===== src/rtl/event_accumulator_if.sv =====
// Event accumulator port bundle: source pulses, crossing handshake and status.
// The slave side is the accumulator; the master side drives it.
interface event_accumulator_if #(
    parameter int CNT_WIDTH = 8
);
    logic                 in_event;
    logic                 clear;
    logic                 xing_ready;
    logic                 xing_event;
    logic [CNT_WIDTH-1:0] pending;
    logic                 overflow;
    logic                 overflow_clr;
    logic                 busy;

    modport master (
        output in_event,
        output clear,
        output xing_ready,
        output overflow_clr,
        input  xing_event,
        input  pending,
        input  overflow,
        input  busy
    );

    modport slave (
        input  in_event,
        input  clear,
        input  xing_ready,
        input  overflow_clr,
        output xing_event,
        output pending,
        output overflow,
        output busy
    );
endinterface


===== src/rtl/event_accumulator.sv =====
// Counts event pulses and replays them one at a time into the event
// clock-crossing stage, honouring its ready with a fire/guard cadence.
module event_accumulator #(
    parameter int CNT_WIDTH = 8
) (
    input logic                clk,
    input logic                reset,
    event_accumulator_if.slave bus
);

    typedef enum logic [1:0] {
        IDLE  = 2'd0,
        FIRE  = 2'd1,
        GUARD = 2'd2
    } state_t;

    localparam logic [CNT_WIDTH-1:0] CNT_MAX = '1;
    localparam logic [CNT_WIDTH-1:0] CNT_ONE = CNT_WIDTH'(1);

    state_t               state_q;
    state_t               state_d;
    logic [CNT_WIDTH-1:0] pending_q;
    logic                 overflow_q;
    logic                 inc;
    logic                 dec;
    logic                 drop;

    assign inc  = bus.in_event & ~bus.clear;
    assign drop = inc & ~dec & (pending_q == CNT_MAX);

    always_ff @(posedge clk or posedge reset) begin
        if (reset) begin
            state_q <= IDLE;
        end else begin
            state_q <= state_d;
        end
    end

    // clear wins over launching a new pulse in the same cycle
    always_comb begin
        state_d = state_q;
        dec     = 1'b0;
        unique case (state_q)
            IDLE: begin
                if ((pending_q != '0) && bus.xing_ready && !bus.clear) begin
                    state_d = FIRE;
                    dec     = 1'b1;
                end
            end
            FIRE:    state_d = GUARD;
            GUARD:   state_d = IDLE;
            default: state_d = IDLE;
        endcase
    end

    always_ff @(posedge clk or posedge reset) begin
        if (reset) begin
            pending_q <= '0;
        end else begin
            unique case (1'b1)
                bus.clear:         pending_q <= '0;
                inc & ~dec & ~drop: pending_q <= pending_q + CNT_ONE;
                dec & ~inc:        pending_q <= pending_q - CNT_ONE;
                default:           pending_q <= pending_q;
            endcase
        end
    end

    always_ff @(posedge clk or posedge reset) begin
        if (reset) begin
            overflow_q <= 1'b0;
        end else if (drop) begin
            overflow_q <= 1'b1;
        end else if (bus.overflow_clr) begin
            overflow_q <= 1'b0;
        end
    end

    assign bus.xing_event = (state_q == FIRE);
    assign bus.pending    = pending_q;
    assign bus.overflow   = overflow_q;
    assign bus.busy       = (pending_q != '0) || (state_q != IDLE);

endmodule


===== src/flat_wrapper.sv =====
// flat-port wrapper written by rule: the top's interface ports become plain ports
module event_accumulator_flat 
#(
    parameter int CNT_WIDTH = 8
)
  (clk, reset, bus_in_event, bus_clear, bus_xing_ready, bus_overflow_clr, bus_xing_event, bus_pending, bus_overflow, bus_busy);
  event_accumulator_if #(.CNT_WIDTH(CNT_WIDTH)) bus_i ();
  input logic clk;
  input logic reset;
  input wire logic [$bits(bus_i.in_event)-1:0] bus_in_event;
  input wire logic [$bits(bus_i.clear)-1:0] bus_clear;
  input wire logic [$bits(bus_i.xing_ready)-1:0] bus_xing_ready;
  input wire logic [$bits(bus_i.overflow_clr)-1:0] bus_overflow_clr;
  output wire logic [$bits(bus_i.xing_event)-1:0] bus_xing_event;
  output wire logic [$bits(bus_i.pending)-1:0] bus_pending;
  output wire logic [$bits(bus_i.overflow)-1:0] bus_overflow;
  output wire logic [$bits(bus_i.busy)-1:0] bus_busy;
  assign bus_i.in_event = bus_in_event;
  assign bus_i.clear = bus_clear;
  assign bus_i.xing_ready = bus_xing_ready;
  assign bus_i.overflow_clr = bus_overflow_clr;
  assign bus_xing_event = bus_i.xing_event;
  assign bus_pending = bus_i.pending;
  assign bus_overflow = bus_i.overflow;
  assign bus_busy = bus_i.busy;
  event_accumulator #(.CNT_WIDTH(CNT_WIDTH)) u_core (.clk(clk), .reset(reset), .bus(bus_i));
endmodule

===== config.mk =====
export PLATFORM = sky130hd
export DESIGN_NAME = event_accumulator_flat
export DESIGN_NICKNAME = d
export VERILOG_FILES = /design/src/rtl/event_accumulator_if.sv /design/src/rtl/event_accumulator.sv /design/src/flat_wrapper.sv
export SDC_FILE = /design/constraint.sdc
export NUM_CORES = 1
export LEC_CHECK = 0
export BUFFER_PORTS_ARGS = -buffer_cell sky130_fd_sc_hd__buf_2
export CAP_MARGIN = 40
export CORE_UTILIZATION = 53
export DETAILED_ROUTE_END_ITERATION = 12
export PLACE_DENSITY = 0.77
export SYNTH_ARGS = -nofsm -noshare
export SYNTH_HDL_FRONTEND = slang
export SYNTH_SLANG_ARGS = --single-unit

===== constraint.sdc =====
create_clock -name clk -period 3.1 [get_ports clk]
set_input_delay 0.465 -clock clk [delete_from_list [all_inputs] [get_ports clk]]
set_output_delay 0.465 -clock clk [all_outputs]
set_load 0.03 [all_outputs]

======== Word level (Yosys, flattened, before mapping) ========
Index checks and enable logic that the tools add are counted.
W data, S select, Z words.
word-level totals
  word-level logic and storage cells ...... 33
  register bits after elaboration ......... 11
  bits of input ports ..................... 6
  output and inout bits ................... 11
cells by class
  $add $sub $neg .......................... 2
  equality and inequality tests ........... 3
  multiplexer cells ....................... 7
  bitwise gates (word level) .............. 9
  reductions and logical operators ........ 9
operator list
  operator               count
  $pmux W8 S3            1
  $add A8 B1 Y8 const B  1
  $eq A8 B8 Y1 const B   1
  $reduce_bool A8 Y1     1
  $sub A8 B1 Y8 const B  1
  $and A1 B1 Y1          5
  $mux W1                4
  $not A1 Y1             4
  $pmux W2 S2            1
  $reduce_bool A2 Y1     2
  $reduce_bool A3 Y1     1
  $eq A2 B1 Y1 const B   1
  $logic_and A1 B1 Y1    2
  $logic_not A2 Y1       1
  $mux W2                1
  $ne A2 B1 Y1 const B   1
  $logic_not A1 Y1       1
  $logic_or A1 B1 Y1     1

======== Logic depth before layout (Yosys ltp) ========
  depth after elaboration ................. 11
  depth in mapped cells ................... 13
  depth with buffers taken out ............ 11

======== Worst setup path before layout ========
No wires, ideal clock.
  path kind ............................... input -> register
  start ................................... in bus_clear
  end ..................................... reg u_core.pending_q[6] (netlist: u_core.bus.pending[6])
  required time ........................... 2.979 ns
  arrival ................................. 2.773 ns
  slack ................................... 0.206 ns
  stages .................................. 11
  buffers on the path ..................... 1
  setup time .............................. 0.121 ns
  cells stage by stage .................... buf_6 > or4b_4 > a211o_1 > inv_2 > ha_1 > o31a_1 > o31a_1 > o21ai_0 > o31a_1 > mux2i_1 > a22o_1
on the way
  longest elaborated chain between the ends .. 10
  elaborated cells on any way between the ends .. 15
  classes of those cells .................. 3 x mux; 9 x bitwise; 3 x reduce/logical
ends and longest elaborated chain
  element                                                   line                                              source
  from (decl)                                               flat_wrapper.sv:11                                input wire logic [$bits(bus_i.clear)-1:0] bus_clear;
  $logic_not A1 Y1                                          event_accumulator.sv:45                           if ((pending_q != '0) && bus.xing_ready && !bus.clear) begin
  $logic_and A1 B1 Y1                                       event_accumulator.sv:45
  $mux W1                                                   event_accumulator.sv:45
  $mux W1                                                   event_accumulator.sv:43                           unique case (state_q)
  $not A1 Y1                                                event_accumulator.sv:29, event_accumulator.sv:62
  $and A1 B1 Y1                                             event_accumulator.sv:29, event_accumulator.sv:62
  $and A1 B1 Y1                                             event_accumulator.sv:29                           assign drop = inc & ~dec & (pending_q == CNT_MAX);
  $not A1 Y1                                                event_accumulator.sv:62                           inc & ~dec & ~drop: pending_q <= pending_q + CNT_ONE;
  $and A1 B1 Y1                                             event_accumulator.sv:62
  $pmux W8 S3 / $reduce_bool A3 Y1 (equally long branches)  -
  to (signal assigned)                                      event_accumulator.sv:62
  to (signal assigned)                                      event_accumulator.sv:63                           dec & ~inc: pending_q <= pending_q - CNT_ONE;
  to (signal assigned)                                      event_accumulator.sv:64                           default: pending_q <= pending_q;
  to (decl)                                                 event_accumulator.sv:22                           logic [CNT_WIDTH-1:0] pending_q;
Several ways; a longest one is shown, not always the timed one.
A chain may end at the register's enable or synchronous reset.

======== Worst setup path after layout ========
  start ................................... reg u_core.pending_q[6] (netlist: u_core.bus.pending[6])
  end ..................................... reg u_core.pending_q[6] (netlist: u_core.bus.pending[6])
on the way
  longest elaborated chain between the ends .. 11
  elaborated cells on any way between the ends .. 16
  classes of those cells .................. 2 x add/sub; 1 x eq/ne; 3 x mux; 6 x bitwise; 4 x reduce/logical
ends and longest elaborated chain
  element                                                   line
  $reduce_bool A8 Y1                                        event_accumulator.sv:45
  $logic_and A1 B1 Y1 (2 in series)                         event_accumulator.sv:45
  $mux W1                                                   event_accumulator.sv:45
  $mux W1                                                   event_accumulator.sv:43
  $not A1 Y1                                                event_accumulator.sv:29, event_accumulator.sv:62
  $and A1 B1 Y1                                             event_accumulator.sv:29, event_accumulator.sv:62
  $and A1 B1 Y1                                             event_accumulator.sv:29
  $not A1 Y1                                                event_accumulator.sv:62
  $and A1 B1 Y1                                             event_accumulator.sv:62
  $pmux W8 S3 / $reduce_bool A3 Y1 (equally long branches)  -
Several ways; a longest one is shown, not always the timed one.

==> results.txt <==
----------------------------------------------------
[STA]
  Worst Max-Slew Pin Slew ... around 0.66 ns
  Achievable frequency ... 350 MHz
  Worst setup margin ... 0.245 ns
  Setup repair after global routing missed its margin ... false
  Fin Setup TNS ... 0 ns
  Clock period minus final worst setup slack ... 2.86 ns
  Count of endpoints failing setup in the final report ... 0
  Tightest hold margin ... about 0.18 ns
  Worst slew margin relative to its limit ... 56.1%
  Worst clock skew ... around 0.0046 ns
  Number of max-slew violations in the final report ... 0
  Final Hold Fails ... 0
  Fin crit share ... between 90% and 100%

[Floorplanning]
  Die width ... 43.2 um
  Initial core utilization ... 58.4%
  Number of rows created at floorplan ... 14
  Ports ... 17
  Total core area ... between 1500 and 2000 um2
  Vert. Die Dim ... approximately 43 um
  Overall die area ... approximately 1900 um2

[Layout]
  Register area ... 275 um2
  Footprint of the multi-input gates ... 567 um2
  Antenna diode instance count ... 0
  Fill cell instance count of the final layout ... between 100 and 150
  Most common cell after layout, fill and taps aside ... buf_2
  Most used cells in the layout excluding fill and tap cells ... buf_2, nand2_1, dfrtp_1
  Final nets ... 134
  Layout overhead on the synthesized area ... 15.2%
  Post-layout utilization of the core ... just under 70%
  Layout Cells excl Fill ... 140
  Proportion of layout cells with a drive suffix above 1 ... ~27%

[Run]
  Max-cap violations ... 0

[Critical path]
  Worst setup path class ... reg -> reg
  Buffers and inverters on the worst path ... 0
  Slowest cell on the critical path ... dfrtp_1
  Worst-path cell chain ... nor4_2 > a211o_1 > nor2_1 > o21bai_1 > ha_1 > o31a_1 > o31a_1 > o21ai_0 > o31a_1 > mux2i_1 > a22o_1
  Worst Path Required ... 3.27 ns
  CP Launch Type ... flip-flop
  Internal reg-to-reg setup slack ... about 0.24 ns
  CP dominant cell by count ... o31a_1
  Arrival time at the worst endpoint ... 3.03 ns
  Worst-path maximum fanout ... 9
  Cell class contributing the biggest share of worst-path delay ... compound AO/OA/AOI/OAI gates
  Longest individual stage delay on the worst path ... approximately 0.50 ns
  Category of the worst setup path capture point ... flip-flop

[Synth]
  Synthesized area ... 900 um2
  Mean Syn Cell Area ... between 8 and 9 um2
  Cell accounting for the most synthesized area ... dfrtp_1
  Sequential-to-total area share from yosys stat ... a little under a third
  Synth Warn # ... 0
  Register bit total from synthesis ... 11
  Most used flip-flop cell after synthesis ... dfrtp_1
  Post-Synthesis Cells ... slightly above 100
  Share of the synthesized area in the top cell type ... 30.6%
  Share of synthesized registers carrying an async set or reset ... 100%
  Area contributors post-synth ... dfrtp_1, nand2_1, ha_1
  Synth cell types ... 43
  Total nets after synthesis ... approximately 110
  EDFF count, synth ... 0

[Clocking]
  TritonCTS clock tree ... yes
  Number of gates resized after CTS ... 0
  Clock buffers created by TritonCTS ... 3
  Post-CTS Repair Setup Buffers ... 0
  Clk Latency, worst-skew pair ... approximately 0.28 ns
  Number of buffers on the longest clock path ... 2
  Number of clock sinks ... 11
  Buffer cell driving the clock tree root ... clkbuf_4
  Deepest level of the CTS H-tree ... 1
  CTS Hold Bufs ... 0
  Clock transition at the register clock pins on the worst setup and hold paths after CTS ... around 0.08 ns

[Placement]
  Detailed-placement wirelength estimate ... about 1600 um
  Placed cell count ... 136
  Quantity of I/O buffers inserted on ports ... 16
  Worst slack after detailed placement ... between 0.2 and 0.25 ns
  Final GP Congestion ... 1.00

[Route]
  Routed length per placed instance ... around 16 um
  Vias per std cell ... 6.51
  Final Routed Wirelength ... between 2000 and 2500 um
  Router iterations before antenna repair ... 4
  Detailed router's first-iteration violation count ... 32
  Post-detailed-route count of antenna-violating nets ... 0
  Detailed-route via count ... around 910
  DRC Markers ... 0

[Power and ir drop]
  Worst ir drop on vdd ... 0.000423 V
  Power per cell area ... 701 nW/um2
  Leak Pwr ... 0.000502 uW

[Global routing]
  First-pass GRT wire length ... about 3600 um
  Number of antenna violations at the first check in global routing ... 0
  Number of global-route vias before repair ... 793
  Pin count of the biggest net entering global routing ... 13
  Overall overflow remaining after global route ... 0
  GRT Util Overall ... 25.9%

[Run status]
  Run status ... finished, final reports clean

[Hold path]
  Kind of path behind the tightest hold check ... in -> async

----------------------------------------------------
==> synthesized netlist by cell type (2+ instances only) <==
cell type  number
o31a_1          3
nor3_1          3
o31ai_1         2
nor2_1          9
nor4_2          2
ha_1            3
a31oi_1         2
nand3_1         3
a21oi_1         5
inv_1           5
a22o_1          2
o21ai_0         7
a211o_1         2
nor2b_1         2
clkbuf_1        2
or3_1           2
nand2_1        11
mux2i_1         2
dfrtp_1        11
buf_6           2
==> area by class of cell <==
type / count / share of cell area (%)
Sequential cell: 11 / 26.6
Tap cell: 16 / 1.93
Timing Repair Buffer: 22 / 12.1
Multi-Input combinational cell: 81 / 54.7
Clock buffer: 4 / 2.54
Inverter: 6 / 2.17
==> power by group <==
| group | internal, uW | leakage (uW) | switching, uW |
|---|---|---|---|
| registers | 179 | 0.000145 | 52.7 |
| clock network | 49.9 | 0.0000150 | 54.7 |
| logic | 144 | 0.000343 | 246 |
| total | 373 | 0.000502 | 353 |
==> worst reg2reg max path: stages (launching register included) <==
cell,delay [ns]
dfrtp_1,0.50
nor4_2,0.36
a211o_1,0.28
nor2_1,0.08
o21bai_1,0.16
ha_1,0.23
o31a_1,0.27
o31a_1,0.23
o21ai_0,0.15
o31a_1,0.18
mux2i_1,0.07
a22o_1,0.23
==> stage by stage <==
step                      power, uW  cell area (um2)
after floorplan                 508              900
after global placement          609             1010
after detailed placement        616             1010
after CTS                       720             1040
after global routing            773             1040
final                           726             1040
==> kinds of logic after synthesis <==
group           count (synthesis)  synth area share (%)
simple gates                   40                  27.1
mux                             2                  2.23
xor+xnor                        1                 0.974
compound gates                 34                  27.4
fa+ha+maj                       4                  5.29
buf+inv                        11                  6.40
flops                          11                  30.6
==> routing by layer <==
metal / routed length [um] / global-route usage [%]
met4: 34 / 9.09
met3: 186 / 2.98
met1: 946 / 33.8
met2: 1100 / 43.6
met5: 0 / 0
==> flip-flops by register name, indices dropped and copies added, names as in the netlist <==
name and cells:
u_core.bus.overflow 1, u_core.bus.pending 8, u_core.state_q 2
==> worst paths after layout <==
| kind | startpoint | to | depth (start not counted) |
|---|---|---|---|
| worst max-delay path | u_core.bus.pending[6] | u_core.bus.pending[6] | 11 |
| worst min-delay path | reset | u_core.bus.pending[6] | 2 |
| worst max register to register | u_core.bus.pending[6] | u_core.bus.pending[6] | 11 |
| worst min register to register | u_core.state_q[1] | u_core.state_q[1] | 1 |
| max in group asynchronous | reset | u_core.bus.pending[1] | 2 |
| min in group clk | bus_overflow_clr | u_core.bus.overflow | 3 |
Power figures use the tool's default switching activity.
